--- config.mk ---
export PLATFORM = sky130hd
export DESIGN_NAME = dtc_therm_decoder
export DESIGN_NICKNAME = d
export VERILOG_FILES = /design/src/rtl/dtc_therm_decoder.sv
export SDC_FILE = /design/constraint.sdc
export NUM_CORES = 1
export LEC_CHECK = 0
export CELL_PAD_IN_SITES_DETAIL_PLACEMENT = 0
export CELL_PAD_IN_SITES_GLOBAL_PLACEMENT = 1
export CORE_UTILIZATION = 40
export DETAILED_ROUTE_END_ITERATION = 10
export GPL_ROUTABILITY_DRIVEN = 0
export PLACE_DENSITY = 0.69
export SLEW_MARGIN = 20
export SYNTH_ARGS = -nofsm -noshare
export SYNTH_HDL_FRONTEND = slang
export SYNTH_SLANG_ARGS = --single-unit
--- constraint.sdc ---
create_clock -name clk -period 4.7 [get_ports clk]
set_input_delay 0.47 -clock clk [delete_from_list [all_inputs] [get_ports clk]]
set_output_delay 0.47 -clock clk [all_outputs]
set_load 0.02 [all_outputs]
--- src/rtl/dtc_therm_decoder.sv ---
// rtl/dtc_therm_decoder.sv - thermometer class-code decoder with per-class hit counters
//
// Purpose: decodes a 7-bit thermometer class code into a class index 0..7, flags
// bubble (illegal) codes, and keeps one saturating hit counter per class plus a
// saturating bubble counter. Counters are readable through a registered read port.
//
// Optional feature macro: DTC_BUBBLE_CORRECT_EN
//   defined   : bubble codes decode to popcount(in_code)
//   undefined : bubble codes decode to the length of the run of ones from bit 0
//
// Ports:
//   clk, rst_n                 clock, asynchronous active-low reset
//   in_valid/in_ready/in_code  input handshake and thermometer code
//   out_valid/out_ready        output handshake
//   out_class/out_err          decoded class index and bubble flag
//   clr                        synchronous clear of all counters
//   rd_en/rd_addr              counter read request and class select
//   rd_data/rd_valid           registered read result and its strobe
//   err_cnt                    running bubble-code count
module dtc_therm_decoder #(
  parameter int COUNT_W = 16
) (
  input  logic               clk,
  input  logic               rst_n,
  input  logic               in_valid,
  output logic               in_ready,
  input  logic [6:0]         in_code,
  output logic               out_valid,
  input  logic               out_ready,
  output logic [2:0]         out_class,
  output logic               out_err,
  input  logic               clr,
  input  logic               rd_en,
  input  logic [2:0]         rd_addr,
  output logic [COUNT_W-1:0] rd_data,
  output logic               rd_valid,
  output logic [COUNT_W-1:0] err_cnt
);

  localparam logic [COUNT_W-1:0] CNT_MAX = '1;

  // Release flag: goes high on the first edge after rst_n rises, so the edge
  // coincident with (or racing) the release never performs an accept.
  logic rst_done_q;

  logic               out_valid_q, out_valid_d;
  logic [2:0]         out_class_q, out_class_d;
  logic               out_err_q,   out_err_d;
  logic [COUNT_W-1:0] cnt_q [8];
  logic [COUNT_W-1:0] cnt_d [8];
  logic [COUNT_W-1:0] err_cnt_q, err_cnt_d;
  logic [COUNT_W-1:0] rd_data_q, rd_data_d;
  logic               rd_valid_q, rd_valid_d;

  logic       accept;
  logic       legal;
  logic [2:0] run_len;
  logic [2:0] pop_cnt;
  logic [2:0] dec_class;
  logic       run_open;

  assign in_ready = !out_valid_q || out_ready;
  assign accept   = in_valid && in_ready && rst_done_q;

  // Code analysis: legality, leading run of ones from bit 0, and popcount.
  always_comb begin
    legal    = 1'b0;
    run_len  = 3'd0;
    pop_cnt  = 3'd0;
    run_open = 1'b1;
    for (int k = 0; k < 8; k++) begin
      if (in_code == ((7'd1 << k) - 7'd1)) legal = 1'b1;
    end
    for (int i = 0; i < 7; i++) begin
      if (run_open && in_code[i]) run_len = run_len + 3'd1;
      else                        run_open = 1'b0;
      pop_cnt = pop_cnt + {2'b00, in_code[i]};
    end
    // For legal codes both measures equal k; they only differ on bubbles.
`ifdef DTC_BUBBLE_CORRECT_EN
    dec_class = pop_cnt;
`else
    dec_class = run_len;
`endif
  end

  // Output register: load on accept, drop valid only when drained with no refill.
  always_comb begin
    out_valid_d = out_valid_q;
    out_class_d = out_class_q;
    out_err_d   = out_err_q;
    if (accept) begin
      out_valid_d = 1'b1;
      out_class_d = dec_class;
      out_err_d   = !legal;
    end else if (out_ready) begin
      out_valid_d = 1'b0;
    end
  end

  // Counters: clr overrides a concurrent accept, which then goes uncounted.
  always_comb begin
    cnt_d     = cnt_q;
    err_cnt_d = err_cnt_q;
    if (clr) begin
      for (int i = 0; i < 8; i++) cnt_d[i] = '0;
      err_cnt_d = '0;
    end else if (accept) begin
      if (cnt_q[dec_class] != CNT_MAX) cnt_d[dec_class] = cnt_q[dec_class] + 1'b1;
      if (!legal && err_cnt_q != CNT_MAX) err_cnt_d = err_cnt_q + 1'b1;
    end
  end

  // Read port samples the current register value, so a colliding update is
  // not yet visible to the read.
  always_comb begin
    rd_valid_d = rd_en;
    rd_data_d  = rd_data_q;
    if (rd_en) rd_data_d = cnt_q[rd_addr];
  end

  always_ff @(posedge clk or negedge rst_n) begin
    if (!rst_n) begin
      rst_done_q  <= 1'b0;
      out_valid_q <= 1'b0;
      out_class_q <= 3'd0;
      out_err_q   <= 1'b0;
      for (int i = 0; i < 8; i++) cnt_q[i] <= '0;
      err_cnt_q   <= '0;
      rd_data_q   <= '0;
      rd_valid_q  <= 1'b0;
    end else begin
      rst_done_q  <= 1'b1;
      out_valid_q <= out_valid_d;
      out_class_q <= out_class_d;
      out_err_q   <= out_err_d;
      cnt_q       <= cnt_d;
      err_cnt_q   <= err_cnt_d;
      rd_data_q   <= rd_data_d;
      rd_valid_q  <= rd_valid_d;
    end
  end

  assign out_valid = out_valid_q;
  assign out_class = out_class_q;
  assign out_err   = out_err_q;
  assign rd_data   = rd_data_q;
  assign rd_valid  = rd_valid_q;
  assign err_cnt   = err_cnt_q;

endmodule

**After elaboration in Yosys (flattened, before gate mapping)**

Cells that the tools add are included.

- Register bits after elaboration: 167
- Bits of input ports: 16
- Output and inout port bits: 39

- Add/sub/neg operators: 8
- Magnitude comparators: 3
- Equality and inequality tests: 9
- Multiplexer cells: 38
- Bitwise gates (word level): 2
- Reduce and logical (&&, ||, !) cells: 20

Operators by type and width:

| operator | number |
|---|---|
| 128-bit two-way mux | 3 |
| 128-bit bitwise mux | 1 |
| 16-bit two-way mux | 8 |
| 16-bit binary-select mux with 3-bit select | 2 |
| 16-bit demux with 3-bit select | 1 |
| 16-bit by 1-bit adder with 16-bit output (second input constant) | 2 |
| 16-bit != test (second input constant) | 2 |
| 3-bit by 1-bit adder with 3-bit output (second input constant) | 6 |
| 3-bit two-way mux | 6 |
| 1-bit two-way mux | 17 |
| 1-bit logical AND | 10 |
| 4-bit >= comparator (second input constant) | 2 |
| 3-bit inverter with 4-bit output | 2 |
| 2-bit nonzero test | 4 |
| 7-bit by 1-bit == test with 1-bit output (second input constant) | 1 |
| 7-bit by 2-bit == test with 1-bit output (second input constant) | 1 |
| 7-bit by 3-bit == test with 1-bit output (second input constant) | 1 |
| 7-bit by 4-bit == test with 1-bit output (second input constant) | 1 |
| 7-bit by 5-bit == test with 1-bit output (second input constant) | 1 |
| 7-bit by 6-bit == test with 1-bit output (second input constant) | 1 |
| 7-bit == test (second input constant) | 1 |
| 7-bit logical NOT | 1 |
| 4-bit by 1-bit less-than comparator with 1-bit output (second input constant) | 1 |
| 2-bit AND reduction | 2 |
| other kinds (2) | 3 |

**Longest topological paths before layout**

Gate-level depths: netlist of the first run.

- Word-level depth: 22
- Gate-level depth with buffers: 33
- Depth with buffers taken out: 25

**Worst setup path before layout of the first run**

No wires, ideal clock.

- Kind: input to register
- Start point: in in_code[2]
- End point: reg cnt_q[125] (netlist bit)
- Library setup time: 0.092 ns
- Arrival time: 6.559 ns
- Setup slack: -1.951 ns
- Stages on the path: 32
- Cells stage by stage: buf_2 inv_1 a21boi_0 ha_1 nor2_1 nor2_1 ha_1 nand3_1 o31ai_1 ha_1 mux2_4 o211ai_4 inv_2 buf_6 buf_6 buf_6 ha_1 a21boi_0 o2111ai_1 and4_1 buf_2 nor2_2 buf_2 mux2i_1 ha_1 o211ai_1 nor4_4 a211o_1 buf_4 clkbuf_1 nand3_1 o31ai_2

- Cells in the longest elaborated chain, start to end: 19

Ends and longest elaborated chain:

| what | line | text |
|---|---|---|
| from (decl) | 27 | `input logic [6:0] in_code,` |
| 1-bit logical AND * | 75 | `if (run_open && in_code[i]) run_len = run_len + 3'd1;` |
| 3-bit two-way mux / 1-bit two-way mux (equally long branches) | 75 |  |
| 3-bit by 1-bit adder with 3-bit output / 1-bit logical AND (equally long branches) | 75 |  |
| 3-bit two-way mux / 1-bit two-way mux (equally long branches) | 75 |  |
| 3-bit by 1-bit adder with 3-bit output / 1-bit logical AND (equally long branches) | 75 |  |
| 3-bit two-way mux / 1-bit two-way mux (equally long branches) | 75 |  |
| 3-bit by 1-bit adder with 3-bit output / 1-bit logical AND (equally long branches) | 75 |  |
| 3-bit two-way mux / 1-bit two-way mux (equally long branches) | 75 |  |
| [3 not listed] | - |  |
| 16-bit binary-select mux with 3-bit select (tied with other cells) | 109 | `if (cnt_q[dec_class] != CNT_MAX) cnt_d[dec_class] = cnt_q[dec_class] + 1'b1;` |
| 16-bit two-way mux (not written as such) / 1-bit logical AND (equally long branches) | 109 |  |
| 16-bit two-way mux (not written as such) | 109 |  |
| 16-bit by 1-bit adder with 16-bit output / 16-bit demux with 3-bit select (equally long branches) | 109 |  |
| 128-bit bitwise mux | 109 |  |
| 128-bit two-way mux | 109 |  |
| 128-bit two-way mux | 108 | `end else if (accept) begin` |
| 128-bit two-way mux | 105 | `if (clr) begin` |
| to (signal assigned) | 137 | `cnt_q <= cnt_d;` |
| to (decl) | 49 | `logic [COUNT_W-1:0] cnt_q [8];` |

Every way passes the cells marked *; elsewhere a longest branch is shown, timed or not. The select of a mux whose other input is x is not followed.
A chain may end at the register's enable or synchronous reset.

**Worst setup path after layout of the first run**

- Start point: in in_code[1]
- End point: reg cnt_q[21] (netlist bit)

- Cells in the longest elaborated chain, start to end: 21

Ends and longest elaborated chain:

| what | line |
|---|---|
| 1-bit logical AND * | 75 |
| 3-bit two-way mux / 1-bit two-way mux (equally long branches) | 75 |
| 3-bit by 1-bit adder with 3-bit output / 1-bit logical AND (equally long branches) | 75 |
| 3-bit two-way mux / 1-bit two-way mux (equally long branches) | 75 |
| 3-bit by 1-bit adder with 3-bit output / 1-bit logical AND (equally long branches) | 75 |
| 3-bit two-way mux / 1-bit two-way mux (equally long branches) | 75 |
| 3-bit by 1-bit adder with 3-bit output / 1-bit logical AND (equally long branches) | 75 |
| 3-bit two-way mux / 1-bit two-way mux (equally long branches) | 75 |
| [5 not listed] | - |
| 16-bit binary-select mux with 3-bit select (tied with other cells) | 109 |
| 16-bit two-way mux (not written as such) / 1-bit logical AND (equally long branches) | 109 |
| 16-bit two-way mux (not written as such) | 109 |
| 16-bit by 1-bit adder with 16-bit output / 16-bit demux with 3-bit select (equally long branches) | 109 |
| 128-bit bitwise mux | 109 |
| 128-bit two-way mux | 109 |
| 128-bit two-way mux | 108 |
| 128-bit two-way mux | 105 |

Marked as above.

==> results.yml, run 1 <==
outcome:
  run_status: "complete, but fails checks"
  failed_checks: "negative setup slack"
sta:
  post-route-worst-setup-slack_ps: -493
  max_freq_ghz: 0.193
  final_min_period_over_clock_period_pct: 110
  min_period_ps: 5190
  unrepaired_setup_endpoints_after_global_routing: "yes"
  timing.slew.headroom_pct: 29.7
  timing.final.setup_violations: 128
  timing.final.hold_violations: 0
  final_hold_slack_ps: 60.5
  final.setup_skew_ps: 14.9
  final_max_slew_viols: 0
  worst_pin_slew_ps: 1050
setup_path:
  worst_r2r_endpoint: "cnt_q[13]$_DFFE_PN0P_"
  classification_of_the_worst_setup_path: "in -> reg"
  cp.required_ps: 5060
  cp_data_arrival_time_ps: 5550
  max_stage_delay_ps: 400
  setup.worst_path.end_class: "flop"
  rr_startpoint: "cnt_q[48]$_DFFE_PN0P_"
  max_stage_delay_cell_worst_path: "sky130_fd_sc_hd__or3_1"
  worst_path_most_repeated_cell: "sky130_fd_sc_hd__buf_12"
  worst_r2r_path_depth: 12
  crit_fanout: 6
  regToRegSetupSlack_ps: 1630
  worst_setup_path_start_kind: "primary input"
routing:
  post_drt_wl_per_cell_um: 24.4
  postRouteAntennaNets: 0
  final_routed_drc_violation_total: 0
  routed_wl_um: 36900
  routed_via_density: 6.17
  drt_first_iter_violations: 876
  vias_post_dr: 9344
  number_of_iterations_in_the_first_detailed_routing_pass: 7
clocking:
  clock_network_latency_to_the_later_pin_of_the_worst_skew_pair_ps: 450
  clock_path_buffers: 2
  root_buffer: "sky130_fd_sc_hd__clkbuf_16"
  cts_made_buffers: 17
  cts_tree: "built"
  cts_num_sinks: 167
  cts.htree.levels: 4
  clk_pin_slew_ps: 70
global_route:
  initial_antenna_violation_count: 2
  wire_length_of_the_first_global_routing_pass_um: 55600
  gr-usage-all-layers_pct: 30.4
  first_global_vias: 9274
  global_route.overflow_total: 0
  pin_count_of_the_biggest_net_entering_global_routing: 88
power:
  ir_worst_vdd_mv: 0.155
  total_power_uw: 3470
  power_report.internal_total_uw: 2430
  p_clk_share_pct: 40.6
  seq_power_share_pct: 42.6
  power_leakage_uw: 0.00577
  total_switching_power_uw: 1040
  net_sw_share_pct: 29.9
  share_comb_of_total_power_pct: 16.8
  p_per_area_nw_per_um2: 246
worst_hold_path:
  hold_class: "in -> async"
synth:
  synth_fp_nets: 1018
  ys_seq_area_share_pct: 43.3
  cell_types_with_the_highest_counts_after_synthesis: "sky130_fd_sc_hd__dfrtp_1, sky130_fd_sc_hd__nand3_1, sky130_fd_sc_hd__o21ai_0"
  ys_async_sr_fraction_pct: 100
  ys_seq_elements: 167
  mean_instance_size_in_the_synthesized_netlist_sq_um: 9.69
  synthFlopType: "sky130_fd_sc_hd__dfrtp_1"
  synth-warning-count: 0
  synthTopCellsByArea: "sky130_fd_sc_hd__dfrtp_1, sky130_fd_sc_hd__mux4_2, sky130_fd_sc_hd__nand3_1, sky130_fd_sc_hd__o21ai_0, sky130_fd_sc_hd__nand2_1"
  netlist_area_sq_um: 9650
  netlist_instances: 996
  post_synth_num_cell_types: 84
  yosys.area.top_type_share_pct: 43.3
  cell_accounting_for_the_most_synthesized_area: "sky130_fd_sc_hd__dfrtp_1"
  post-synth-top-count-cell: "sky130_fd_sc_hd__dfrtp_1"
  synth_edf_count: 0
final_layout:
  num-fill-cells: 1967
  finalNetCount: 1205
  final_area_sq_um: 14100
  final_std_cells_w_o_fill: 1514
  final_layout_size_suffix_gt1_share_pct: 43.3
  multi_input_comb_area_sq_um: 6230
  areaGrowthSynthToFinish_pct: 46.2
  final-seq-area_sq_um: 4180
  insertedDiodeCount: 0
floorplan:
  fp.dieArea_sq_um: 24700
  coreArea_sq_um: 23500
  die_width_um: 157
  dieHeight_um: 157
  num_io_pins: 55
  row_count: 56
  initial_core_utilization_pct: 41.0
placed_design:
  hpwl_um: 21700
  dp.cells: 1422
  buffer_ports.inserted: 54
  place_area_sq_um: 11800
  place_worst_setup_slack_ps: -1590
run:
  maxCapViolations: 0
[metrics by stage]
| stage | TNS [ps] | utilization [%] |
|---|---|---|
| after floorplan | -152950 | - |
| after global routing | -75490 | 59.9 |
| after global placement | -187930 | 50.0 |
| after CTS | -56830 | 57.8 |
| after detailed placement | -192680 | 50.0 |
| final | -51780 | 59.9 |
[layer usage]
metal | share of wire (%) | GRT usage (%) | wire (um) | up-vias
li1 | - | - | - | 4134
met1 | 42 | 40.0 | 15500 | 4721
met2 | 46 | 47.9 | 17100 | 399
met3 | 8.1 | 7.16 | 2990 | 88
met4 | 3.5 | 13.1 | 1290 | 2
met5 | 0.030 | 0 | 11 | -
[worst max path at each step]
| stage | start | to | slack, ps | cells after the start |
|---|---|---|---|---|
| final | in_code[1] | cnt_q[21]$_DFFE_PN0P_ | -490 | 30 |
| after global routing | in_code[1] | cnt_q[40]$_DFFE_PN0P_ | -670 | 31 |
| after CTS | in_code[0] | cnt_q[36]$_DFFE_PN0P_ | -520 | 31 |
| after detailed placement | in_code[0] | cnt_q[113]$_DFFE_PN0P_ | -1590 | 30 |
| after global placement | in_code[2] | cnt_q[40]$_DFFE_PN0P_ | -1550 | 29 |
| after floorplan | in_code[2] | cnt_q[108]$_DFFE_PN0P_ | -1270 | 32 |
[critical path: cells and delay by family]
kind | cells | cell delay, ps
compound gates | 9 | 1210
simple gates | 8 | 1300
fa+ha+maj | 5 | 1330
buf+inv | 7 | 910
mux | 1 | 280
[flip-flops by register name (all words and copies together), names as in the netlist]
register,flops
rd_valid,1
out_class,3
err_cnt,16
rd_data,16
out_err,1
cnt_q,128
out_valid,1
rst_done_q,1
[final cells by class]
class / count / share of cell area, %
Timing Repair Buffer: 255 / 19.1
Tap cell: 319 / 2.83
Multi-Input combinational cell: 731 / 44.1
Clock inverter: 14 / 1.02
Inverter: 11 / 0.328
Clock buffer: 17 / 3.02
Sequential cell: 167 / 29.6
[cell families after synthesis]
group | count (synthesis) | synth area share, %
AO/OA/AOI/OAI | 288 | 19.8
flip-flops | 167 | 43.3
AND/OR/NAND/NOR | 348 | 17.7
buffers and inverters | 98 | 5.04
other | 1 | 0.0389
XOR/XNOR | 18 | 1.63
multiplexers | 70 | 11.6
adder cells (fa/ha/maj) | 6 | 0.778
[cell usage in the layout (no fill, tap or decap), types with 8 or more instances in the layout]
cell	n
sky130_fd_sc_hd__a211oi_4	9
sky130_fd_sc_hd__a21oi_2	16
sky130_fd_sc_hd__mux2_2	12
sky130_fd_sc_hd__nand3_1	57
sky130_fd_sc_hd__nand3_2	60
sky130_fd_sc_hd__clkbuf_16	22
sky130_fd_sc_hd__buf_4	142
sky130_fd_sc_hd__mux4_2	32
sky130_fd_sc_hd__dfrtp_1	167
sky130_fd_sc_hd__mux2i_1	24
sky130_fd_sc_hd__o21ai_0	20
sky130_fd_sc_hd__o21ai_2	41
sky130_fd_sc_hd__nand2_1	62
sky130_fd_sc_hd__xor2_1	11
sky130_fd_sc_hd__o31ai_2	9
sky130_fd_sc_hd__nor3_1	11
sky130_fd_sc_hd__buf_12	26
sky130_fd_sc_hd__clkdlybuf4s50_1	46
sky130_fd_sc_hd__a211oi_2	9
sky130_fd_sc_hd__nand2_2	10
sky130_fd_sc_hd__and3_1	16
sky130_fd_sc_hd__a211oi_1	12
sky130_fd_sc_hd__nand2_4	12
sky130_fd_sc_hd__a211o_4	8
sky130_fd_sc_hd__nor2_1	68
sky130_fd_sc_hd__a21oi_1	32
sky130_fd_sc_hd__buf_6	20
sky130_fd_sc_hd__o21ai_1	49
sky130_fd_sc_hd__o22ai_1	15
[power groups by stage]
stage                     Clock [uW]  Sequential (uW)  Combinational (uW)
after floorplan                    0             1520                 248
after global placement             0             1500                 491
after CTS                       1420             1480                 537
final                           1410             1480                 583
after detailed placement           0             1500                 490
after global routing            1480             1480                 617
[timing repair]
item | 4_1_cts | 5_1_grt
gates cloned | 14 | 5
hold buffers | 0 | 0
endpoints found under the setup margin | 128 | 128
pin swaps | 49 | 65
buffers inserted | 40 | 19
gates resized for setup | 134 | 126
(Power assumes the default switching activity.)
==> run 2: changes to the inputs <==
--- a/config.mk
+++ b/config.mk
@@ -10,7 +10,7 @@
 export CORE_UTILIZATION = 40
 export DETAILED_ROUTE_END_ITERATION = 10
 export GPL_ROUTABILITY_DRIVEN = 0
-export PLACE_DENSITY = 0.69
+export PLACE_DENSITY = 0.79
 export SLEW_MARGIN = 20
 export SYNTH_ARGS = -nofsm -noshare
 export SYNTH_HDL_FRONTEND = slang
==> results.yml, run 2 (synthesized netlist as in run 1, its figures left out) <==
power:
  power_leakage_uw: 0.00564
  ir_worst_vdd_mv: 0.206
  total_power_uw: 3500
  p_per_area_nw_per_um2: 253
setup_path:
  cp.required_ps: 4990
  setup.worst_path.end_class: "flop"
  crit_fanout: 8
  worst_setup_path_start_kind: "primary input"
  max_stage_delay_cell_worst_path: "sky130_fd_sc_hd__ha_1"
  classification_of_the_worst_setup_path: "in -> reg"
  cp_data_arrival_time_ps: 5460
  max_stage_delay_ps: 310
  cp_top_family: "compound AO/OA/AOI/OAI gates"
  cp_bufs_invs: 8
global_route:
  pin_count_of_the_biggest_net_entering_global_routing: 87
  gr-usage-all-layers_pct: 28.2
  first_global_vias: 9025
  initial_antenna_violation_count: 0
  global_route.overflow_total: 0
  wire_length_of_the_first_global_routing_pass_um: 52400
clocking:
  clk_pin_slew_ps: 80
  clock_network_latency_to_the_later_pin_of_the_worst_skew_pair_ps: 450
  cts_made_buffers: 17
  ctsHoldBuffers: 0
  cts_num_sinks: 167
  cts_tree: "built"
  cts.htree.levels: 4
  clock_path_buffers: 2
  root_buffer: "sky130_fd_sc_hd__clkbuf_16"
final_layout:
  final_common_cell: "sky130_fd_sc_hd__dfrtp_1"
  layout.cells.most_common_list: "sky130_fd_sc_hd__dfrtp_1, sky130_fd_sc_hd__buf_4, sky130_fd_sc_hd__nor2_1"
  areaGrowthSynthToFinish_pct: 43.3
  register_name_with_the_most_flops: "cnt_q"
  utilization_pct: 58.7
  final_layout_size_suffix_gt1_share_pct: 42.5
  flip_flop_count_of_the_largest_register_all_copies_and_words_added: 128
  num-fill-cells: 1977
  insertedDiodeCount: 0
  final_area_sq_um: 13800
  finalNetCount: 1191
routing:
  routed_wl_um: 33900
  postRouteAntennaNets: 0
  number_of_iterations_in_the_first_detailed_routing_pass: 6
  final_routed_drc_violation_total: 0
  vias_post_dr: 9295
  post_drt_wl_per_cell_um: 22.6
  routed_via_density: 6.19
  drt_first_iter_violations: 933
floorplan:
  die_width_um: 157
  dieHeight_um: 157
  row_count: 56
  num_io_pins: 55
  initial_core_utilization_pct: 41.0
  fp.dieArea_sq_um: 24700
  coreArea_sq_um: 23500
sta:
  post-route-worst-setup-slack_ps: -468
  timing.final.setup_violations: 128
  final_max_slew_viols: 0
  unrepaired_setup_endpoints_after_global_routing: "yes"
  min_period_ps: 5170
  worst_pin_slew_ps: 1060
  timing.slew.headroom_pct: 29.2
  final_min_period_over_clock_period_pct: 110
  final.setup_skew_ps: 14.7
  max_freq_ghz: 0.194
  timing.final.hold_violations: 0
placed_design:
  hpwl_um: 21100
  buffer_ports.inserted: 54
  place_area_sq_um: 11800
outcome:
  failed_checks: "negative setup slack"
  run_status: "complete, but fails checks"
worst_hold_path:
  hold_class: "in -> async"
run:
  maxCapViolations: 0
run 2: changes by cell type in the layout (fill, tap and decap cells not counted), moves of 5 or more:
cell,change
sky130_fd_sc_hd__a21oi_2,-9
sky130_fd_sc_hd__a21oi_1,+9
sky130_fd_sc_hd__buf_16,-5
sky130_fd_sc_hd__nand2_4,-8
sky130_fd_sc_hd__buf_4,-5
sky130_fd_sc_hd__a211oi_4,-5
sky130_fd_sc_hd__buf_12,-5
run 2: repair_timing:
item | in CTS | in global routing
resized for setup | 133 | 104
setup endpoints to repair | 128 | 128
setup buffers | 29 | 19
pin swaps | 48 | 58
cloned | 5 | 1
run 2: path summary, 6_finish.rpt:
check	slack (ps)	depth (start not counted)	startpoint	end
min reg2reg	480	1	out_err$_DFFE_PN0P_	out_err$_DFFE_PN0P_
min	90	1	rst_n	cnt_q[119]$_DFFE_PN0P_
max in group asynchronous	3490	2	rst_n	cnt_q[60]$_DFFE_PN0P_
min in group clk	430	1	rd_en	rd_valid$_DFF_PN0_
max reg2reg	1540	13	cnt_q[16]$_DFFE_PN0P_	cnt_q[45]$_DFFE_PN0P_
max	-470	29	in_code[1]	cnt_q[31]$_DFFE_PN0P_
run 2: worst register-to-register path: stages, from the launching register on:
cell	delay (ps)
sky130_fd_sc_hd__dfrtp_1	410
sky130_fd_sc_hd__mux2_2	280
sky130_fd_sc_hd__a222oi_1	640
sky130_fd_sc_hd__mux2i_4	140
sky130_fd_sc_hd__ha_2	230
sky130_fd_sc_hd__o211ai_1	180
sky130_fd_sc_hd__nor4_4	60
sky130_fd_sc_hd__buf_4	150
sky130_fd_sc_hd__buf_8	130
sky130_fd_sc_hd__a211o_4	360
sky130_fd_sc_hd__buf_12	140
sky130_fd_sc_hd__buf_12	140
sky130_fd_sc_hd__nand3_4	80
sky130_fd_sc_hd__o31ai_2	70
run 2: layout make-up:
type / count / area [sq um] / share of cell area [%]
Clock buffer: 17 / 425 / 3.08
Sequential cell: 167 / 4180 / 30.2
Timing Repair Buffer: 241 / 2380 / 17.2
Clock inverter: 15 / 178 / 1.28
Multi-Input combinational cell: 731 / 6220 / 45.0
Tap cell: 319 / 399 / 2.89
Inverter: 11 / 46.3 / 0.335
run 2: where the power goes:
| part | internal [uW] | switching [uW] | leakage [uW] |
|---|---|---|---|
| clock network | 763 | 692 | 0.000296 |
| logic | 220 | 344 | 0.00304 |
| registers | 1460 | 16.7 | 0.00230 |
| total | 2440 | 1050 | 0.00564 |
run 2: stage by stage:
| step | cells | setup TNS (ps) | hold slack, ps | setup slack [ps] |
|---|---|---|---|---|
| 6_report | 1501 | -41820 | 86.3 | -468 |
| 3_5_place_dp | 1426 | -173540 | 467 | -1510 |
| 4_1_cts | 1489 | -35140 | 129 | -380 |
| 3_3_place_gp | 1426 | -164170 | 462 | -1400 |
| 2_1_floorplan | 996 | -152950 | 174 | -1270 |
| 5_1_grt | 1501 | -60260 | 143 | -624 |
run 2: layer usage:
| layer | global-route usage, % | wire length [um] |
|---|---|---|
| met1 | 38.1 | 14100 |
| met2 | 44.4 | 15900 |
| met3 | 6.47 | 2910 |
| met4 | 9.80 | 1010 |
| met5 | 0 | 0 |
